## src/rtl/dbg_reg_dump_pkg.sv

```systemverilog
// Shared definitions for the debug register-file dump sequencer.
// Data width default matches the global data width (32 bits).
package dbg_reg_dump_pkg;

  localparam int unsigned DefDw = 32;
  localparam int unsigned DefNreg = 32;
  localparam int unsigned DefIdxW = 5;

  localparam logic [7:0] CksResetVal = 8'h00;

  typedef enum logic [2:0] {
    StIdle,
    StSet,
    StCap,
    StSend,
    StCks,
    StDone
  } dump_state_e;

endpackage

```

## src/rtl/dbg_byte_serializer.sv

```systemverilog
// Loads a DW-bit word and presents it LSB-first, one byte per valid/ready handshake.
// last_o pulses in the cycle the final byte of the word is accepted.
module dbg_byte_serializer
    import dbg_reg_dump_pkg::*;
#(
    parameter int unsigned DW = DefDw
) (
    input  logic          clk_i,
    input  logic          rst_n_i,
    input  logic          load_i,
    input  logic [DW-1:0] word_i,
    output logic [7:0]    tx_data_o,
    output logic          tx_valid_o,
    input  logic          tx_ready_i,
    output logic          last_o
);

    localparam int unsigned NBytes = DW / 8;
    localparam int unsigned CntW   = (NBytes > 1) ? $clog2(NBytes) : 1;

    logic [DW-1:0]   shift_q, shift_d;
    logic [CntW-1:0] cnt_q, cnt_d;
    logic            valid_q, valid_d;
    logic            hs;

    assign hs         = valid_q && tx_ready_i;
    assign last_o     = hs && (cnt_q == CntW'(NBytes - 1));
    assign tx_data_o  = shift_q[7:0];
    assign tx_valid_o = valid_q;

    always_comb begin
        shift_d = shift_q;
        cnt_d   = cnt_q;
        valid_d = valid_q;
        if (load_i) begin
            shift_d = word_i;
            cnt_d   = '0;
            valid_d = 1'b1;
        end else if (hs) begin
            shift_d = shift_q >> 8;
            // Terminal compare precedes increment, so the counter never wraps.
            cnt_d   = last_o ? '0 : cnt_q + CntW'(1);
            valid_d = !last_o;
        end
    end

    always_ff @(posedge clk_i or negedge rst_n_i) begin
        if (!rst_n_i) begin
            shift_q <= '0;
            cnt_q   <= '0;
            valid_q <= 1'b0;
        end else begin
            shift_q <= shift_d;
            cnt_q   <= cnt_d;
            valid_q <= valid_d;
        end
    end

endmodule

```

## src/rtl/dbg_reg_dump.sv

```systemverilog
// Debug register-file dump sequencer: walks all registers and streams them byte-wise.
// Optional trailing XOR checksum byte when DBG_DUMP_CKSUM_EN is defined.
module dbg_reg_dump
    import dbg_reg_dump_pkg::*;
#(
    parameter int unsigned DW    = DefDw,
    parameter int unsigned NREG  = DefNreg,
    parameter int unsigned IDX_W = DefIdxW
) (
    input  logic             clk_i,
    input  logic             rst_n_i,
    input  logic             start_i,
    output logic             busy_o,
    output logic             done_o,
    output logic [IDX_W-1:0] dbg_reg_index_o,
    input  logic [DW-1:0]    dbg_reg_data_i,
    output logic [7:0]       tx_data_o,
    output logic             tx_valid_o,
    input  logic             tx_ready_i
);

    dump_state_e      state_q, state_d;
    logic [IDX_W-1:0] idx_q, idx_d;
    logic             ser_load;
    logic [7:0]       ser_data;
    logic             ser_valid;
    logic             ser_last;

    dbg_byte_serializer #(
        .DW(DW)
    ) u_serializer (
        .clk_i     (clk_i),
        .rst_n_i   (rst_n_i),
        .load_i    (ser_load),
        .word_i    (dbg_reg_data_i),
        .tx_data_o (ser_data),
        .tx_valid_o(ser_valid),
        .tx_ready_i(tx_ready_i),
        .last_o    (ser_last)
    );

    always_comb begin
        state_d  = state_q;
        idx_d    = idx_q;
        ser_load = 1'b0;
        unique case (state_q)
            StIdle: begin
                if (start_i) begin
                    idx_d   = '0;
                    state_d = StSet;
                end
            end
            StSet: state_d = StCap;
            StCap: begin
                ser_load = 1'b1;
                state_d  = StSend;
            end
            StSend: begin
                if (ser_last) begin
                    if (idx_q == IDX_W'(NREG - 1)) begin
`ifdef DBG_DUMP_CKSUM_EN
                        state_d = StCks;
`else
                        state_d = StDone;
`endif
                    end else begin
                        idx_d   = idx_q + IDX_W'(1);
                        state_d = StSet;
                    end
                end
            end
`ifdef DBG_DUMP_CKSUM_EN
            StCks: begin
                if (tx_ready_i) state_d = StDone;
            end
`endif
            StDone:  state_d = StIdle;
            default: state_d = StIdle;
        endcase
    end

    always_ff @(posedge clk_i or negedge rst_n_i) begin
        if (!rst_n_i) begin
            state_q <= StIdle;
            idx_q   <= '0;
        end else begin
            state_q <= state_d;
            idx_q   <= idx_d;
        end
    end

    assign busy_o          = (state_q != StIdle);
    assign done_o          = (state_q == StDone);
    assign dbg_reg_index_o = idx_q;

`ifdef DBG_DUMP_CKSUM_EN
    logic [7:0] cks_q, cks_d;

    always_comb begin
        cks_d = cks_q;
        if (state_q == StIdle && start_i) begin
            cks_d = CksResetVal;
        end else if (ser_valid && tx_ready_i) begin
            cks_d = cks_q ^ ser_data;
        end
    end

    always_ff @(posedge clk_i or negedge rst_n_i) begin
        if (!rst_n_i) begin
            cks_q <= CksResetVal;
        end else begin
            cks_q <= cks_d;
        end
    end

    // The checksum byte is held by the (registered) CKS state until accepted.
    assign tx_valid_o = ser_valid || (state_q == StCks);
    assign tx_data_o  = (state_q == StCks) ? cks_q : ser_data;
`else
    assign tx_valid_o = ser_valid;
    assign tx_data_o  = ser_data;
`endif

endmodule
```

## config.mk

```make
export PLATFORM = sky130hd
export DESIGN_NAME = dbg_reg_dump
export DESIGN_NICKNAME = d
export VERILOG_FILES = /design/src/rtl/dbg_reg_dump_pkg.sv /design/src/rtl/dbg_byte_serializer.sv /design/src/rtl/dbg_reg_dump.sv
export SDC_FILE = /design/constraint.sdc
export NUM_CORES = 1
export LEC_CHECK = 0
export BUFFER_PORTS_ARGS = -buffer_cell sky130_fd_sc_hd__buf_2
export CAP_MARGIN = 20
export CORE_MARGIN = 2
export CORE_UTILIZATION = 47
export DETAILED_ROUTE_END_ITERATION = 8
export PLACE_DENSITY = 0.82
export SLEW_MARGIN = 20
export SYNTH_ARGS = -nofsm -noshare
export SYNTH_HDL_FRONTEND = slang
export SYNTH_SLANG_ARGS = --single-unit
export TNS_END_PERCENT = 30
```

## constraint.sdc

```tcl
create_clock -name clk_i -period 2 [get_ports clk_i]
set_clock_uncertainty 0.05 [all_clocks]
set_input_delay 0.4 -clock clk_i [delete_from_list [all_inputs] [get_ports clk_i]]
set_output_delay 0.4 -clock clk_i [all_outputs]
set_load 0.1 [all_outputs]
```

-- Word-level counts from Yosys, hierarchy flattened
Cells that the tools add are included.
- reductions and logical operators: 9
- multiply operators: 0
- magnitude comparators: 0
- div/mod/pow operators: 0
- shift-type cells: 0
- bitwise operators: 0
- add/subtract/negate cells: 2
- mux-type cells: 16
- eq/ne operators: 9
- operator list (cell ; number):
    $mux W32 ; 2
    $mux W5 ; 3
    $pmux W3 S4 ; 1
    $pmux W5 S2 ; 1
    $mux W3 ; 3
    $eq A3 B2 Y1 const B ; 2
    $mux W2 ; 3
    $add A5 B1 Y5 const B ; 1
    $eq A5 B5 Y1 const B ; 1
    $ne A2 B2 Y1 const B ; 2
    $reduce_and A4 Y1 ; 1
    $reduce_bool A2 Y1 ; 2
    $eq A3 B1 Y1 const B ; 1
    $eq A3 B3 Y1 const B ; 1
    $logic_not A3 Y1 ; 1
    $mux W1 ; 3
    $reduce_bool A3 Y1 ; 1
    $add A2 B1 Y2 const B ; 1
    $eq A2 B2 Y1 const B ; 1
    $logic_and A1 B1 Y1 ; 2
    $ne A2 B1 Y1 const B ; 1
    $reduce_and A2 Y1 ; 1
    $logic_not A1 Y1 ; 1
- memory bits (read-only): 0
- output and inout port bits: 16
- bits in writable memories: 0
- memories kept: 0
- bits of input ports: 36
- register bits: 43
- word-level logic and storage cells: 41
- bits in latches: 0

-- Logic depth before layout (Yosys ltp)
- depth after elaboration: 5
- depth in mapped cells: 6
- depth with buffers taken out: 6

-- Cells and area by module
A second synthesis with hierarchy kept.
- cells, all modules: 237
- area total of the unflattened synthesis: 2399.8 um^2
- by module, submodules not included (module ; cells each ; instances ; seq. area each (um^2) ; area an instance (um^2)):
    dbg_byte_serializer ; 193 ; 1 ; 875.8 ; 1953.1
    dbg_reg_dump ; 44 ; 1 ; 200.2 ; 446.7

-- Worst setup path after synthesis
Ideal clock, no wire load.
- path type: register to output
- from: register state_q[0]
- to: output done_o
- arrival: 2.693 ns
- path slack: -1.143 ns
- required time: 1.550 ns
- stages on the path, launching flop included: 3
- path through: dfrtp_1 inv_1 nor3b_1
- longest elaborated chain between the ends: 1
- ends and longest elaborated chain (item ; line ; RTL):
    start, declared ; dbg_reg_dump.sv:22 ; dump_state_e state_q, state_d;
    start signal, assigned ; dbg_reg_dump.sv:84 ; state_q <= StIdle;
    start signal, assigned ; dbg_reg_dump.sv:87 ; state_q <= state_d;
    $eq A3 B3 Y1 ; dbg_reg_dump.sv:93 ; assign done_o = (state_q == StDone);
    end, declared ; dbg_reg_dump.sv:14 ; output logic done_o,
Every way passes these cells.

-- Worst setup path in the final report
Same ends and word-level chain as after synthesis.

==> summary.txt <==
Power density over cell area = 1361 nW/µm²
Syn. warnings = 0
R2R depth = 6
Max Slew Vio Count = 0
CP Capture Type = output port
Crit. Startpoint = state_q[0]
Hold slack = 0.08119 ns
Syn avg cell area = 10.07 µm²
CP required = 1.55 ns
Register bit count reported by yosys = 43
Final Util = 0.6118
Initial Util = 0.5003
Cells after Synth = 203
Crit path launch type = register
Dpl cells = 289
IO Port Bufs = 51
Die height = 69.96 µm
Unrepaired setup endpoints after global routing = yes
Core area = 4086 µm²
Die ar. = 4894 µm²
Ratio of cells with drive above 1 in the final layout = 0.3117
Layout Cells excl Fill = 297
Maxcap violations = 0
R2r setup slk = 0.06 ns
TritonCTS Buffers = 5
Metal2 WL = 1.854 mm
Detailed-route wire length = 3.999 mm
Met3 wire length = 157 µm
Crit-path cells = inv_1 > nor3b_4 > clkbuf_4
Min cycle time layout = 1.950 ns
Root Buffer = clkbuf_8
Mapped Area = 2044 µm²
Reg2reg start = dbg_reg_index_o[0]
Number of global-route vias before repair = 1,456
Post-DRT Antenna Nets = 0
Post-DP HPWL = 2.730 mm
Tcrit/Tclk final = 0.9752
Diodes inserted = 0
Drt drc = 0
Sequential fraction of the synthesis area = 0.5263
Clk slew on worst S/H paths = 0.09 ns
Avg Vias per Cell = 5.236
CTS H-tree depth = 2
Area Growth Syn to Fin = 22.28%
Worst Hold Class = in2async
Nets = 285
Uppermost layer routed = met4
FILL cells = 357
Maximum fanout along the worst path = 8
First-pass GRT wire length = 6.699 mm
Bufs on Longest Clock Path = 2
Slew margin rel. = 0.5549
Initial antenna violation count = 0
Worst EP arrival = 1.50 ns
Crit-path max cell delay = 0.53 ns
Yosys cell types = 27
CP max stage cell = dfrtp_1
DRT iter0 DRCs = 103
I/O Pins = 52
Die extent in x = 69.96 µm
M1 WL = 1.956 mm
Worst-margin pin slew = 0.6677 ns
CTS tree = built
GP Congestion = 0.8527
Setup violators final = 0
Maximum vdd drop = 0.6302 mV
Cts repair resizes = 0
Post-CTS Hold Fix Bufs = 0
Syn_nets = 242
Worst Setup Path Type = reg2out
Tot GR Track Use = 0.1671
Reg-to-reg endpoint = dbg_reg_index_o[0]
Largest net degree at the start of global routing = 68
Clk_lat worst skew = 0.29 ns
Post-CTS Setup Bufs = 0
Per-cell routed wire length = 13.46 µm
Pre-antenna DRT Iters = 4
CTS sink cnt = 43
Fmax = 0.5127 GHz
Status = complete, no violations
Lkg Pwr = 1.310 nW
Fin. Hold Viols = 0
Num rows = 23
Crit path to = done_o
Vias = 1,555
Total global routing overflow = 0
-- worst min path at each step --
stage,end,slack [ns],cells after the start
floorplan,dbg_reg_index_o[2],0.05,0
global placement,dbg_reg_index_o[1],0.43,1
detailed placement,dbg_reg_index_o[1],0.43,1
CTS,u_serializer.cnt_q[0],0.11,1
global route,dbg_reg_index_o[2],0.14,1
finish,dbg_reg_index_o[2],0.08,1
-- worst max-delay path, delay by kind of cell, from the launching register on --
| family | cells | cell delay, ns |
|---|---|---|
| buffers and inverters | 2 | 0.49 |
| flip-flops | 1 | 0.53 |
| AND/OR/NAND/NOR | 1 | 0.19 |
-- flip-flops by register name (all words and copies together), names as in the netlist --
name                     cells
dbg_reg_index_o              5
u_serializer.shift_q        32
state_q                      3
u_serializer.tx_valid_o      1
u_serializer.cnt_q           2
-- kinds of logic after synthesis --
| logic type | after synthesis | synth area share |
|---|---|---|
| AOI/OAI and AO/OA | 43 | 0.1163 |
| adders and majority gates | 3 | 0.01836 |
| buffers and inverters | 21 | 0.05692 |
| DFF | 43 | 0.5263 |
| muxes | 26 | 0.1297 |
| and+or+nand+nor | 67 | 0.1524 |
-- report_power, final --
part	leakage, nW	switching [W]	total [W]	internal, W
registers	0.560	0.000203	0.00138	0.00117
logic	0.691	0.000999	0.00136	0.000364
clock network	0.0581	0.000291	0.000663	0.000372
total	1.31	0.00149	0.00340	0.00191
-- routing by layer --
metal,track usage,vias up
met5,0,-
met4,0.05769,0
met3,0.03752,2
met2,0.2571,35
met1,0.2332,733
li1,-,785
-- cell type report --
cell class / instances / area, µm² / area share
repair buffers: 55 / 312.8 / 0.1251
flip-flops and latches: 43 / 1087 / 0.4349
clock buffers: 5 / 68.82 / 0.02753
clock inverters: 3 / 43.79 / 0.01752
multi-input cells: 139 / 917.1 / 0.3669
well taps: 50 / 62.56 / 0.02503
inverters: 2 / 7.507 / 0.003003
-- cell usage in the layout (no fill, tap or decap), drive strengths merged, types with 2 or more instances in the layout --
cell    Yosys  layout
a21oi       2       2
a22o        3       3
and3        4       4
buf        14      54
clkbuf      5       6
clkinv      0       2
dfrtp      43      43
ha          3       3
inv         2       2
mux2i      25      25
nand2      43      43
nand3       5       5
nand4       3       3
nor2        5       5
nor3b       3       3
o21ai      33      33
-- cell usage after synthesis, drive strengths merged --
master   count  area share
nor3b        3       0.011
clkbuf       5      0.0092
o211ai       1      0.0037
mux2i       25        0.12
or3          1      0.0031
nor2         5      0.0092
mux2         1      0.0073
nand3        5       0.012
o21bai       1      0.0037
a22oi        1      0.0037
nand4        3      0.0092
a21oi        2      0.0049
and3         4       0.012
a31oi        1      0.0031
and3b        1      0.0043
dfrtp       43        0.53
nand4bb      1      0.0055
buf         14       0.044
a21o         1      0.0037
or4b         1      0.0067
inv          2      0.0037
ha           3       0.018
o21ai       33       0.081
a22o         3       0.013
nand2       43       0.079
-- per-stage QoR --
stage,total power (W),worst slack [ns],setup TNS (ns),instance area (µm²)
6_report,0.003401,0.04958,0,2500
4_1_cts,0.003426,0.01890,0,2481
3_5_place_dp,0.002759,0.03799,0,2369
2_1_floorplan,0.002562,-0.06686,-0.06686,2097
5_1_grt,0.003598,-0.03375,-0.03375,2500
3_3_place_gp,0.002711,0.06416,0,2369
Power figures use the tool's default switching activity.
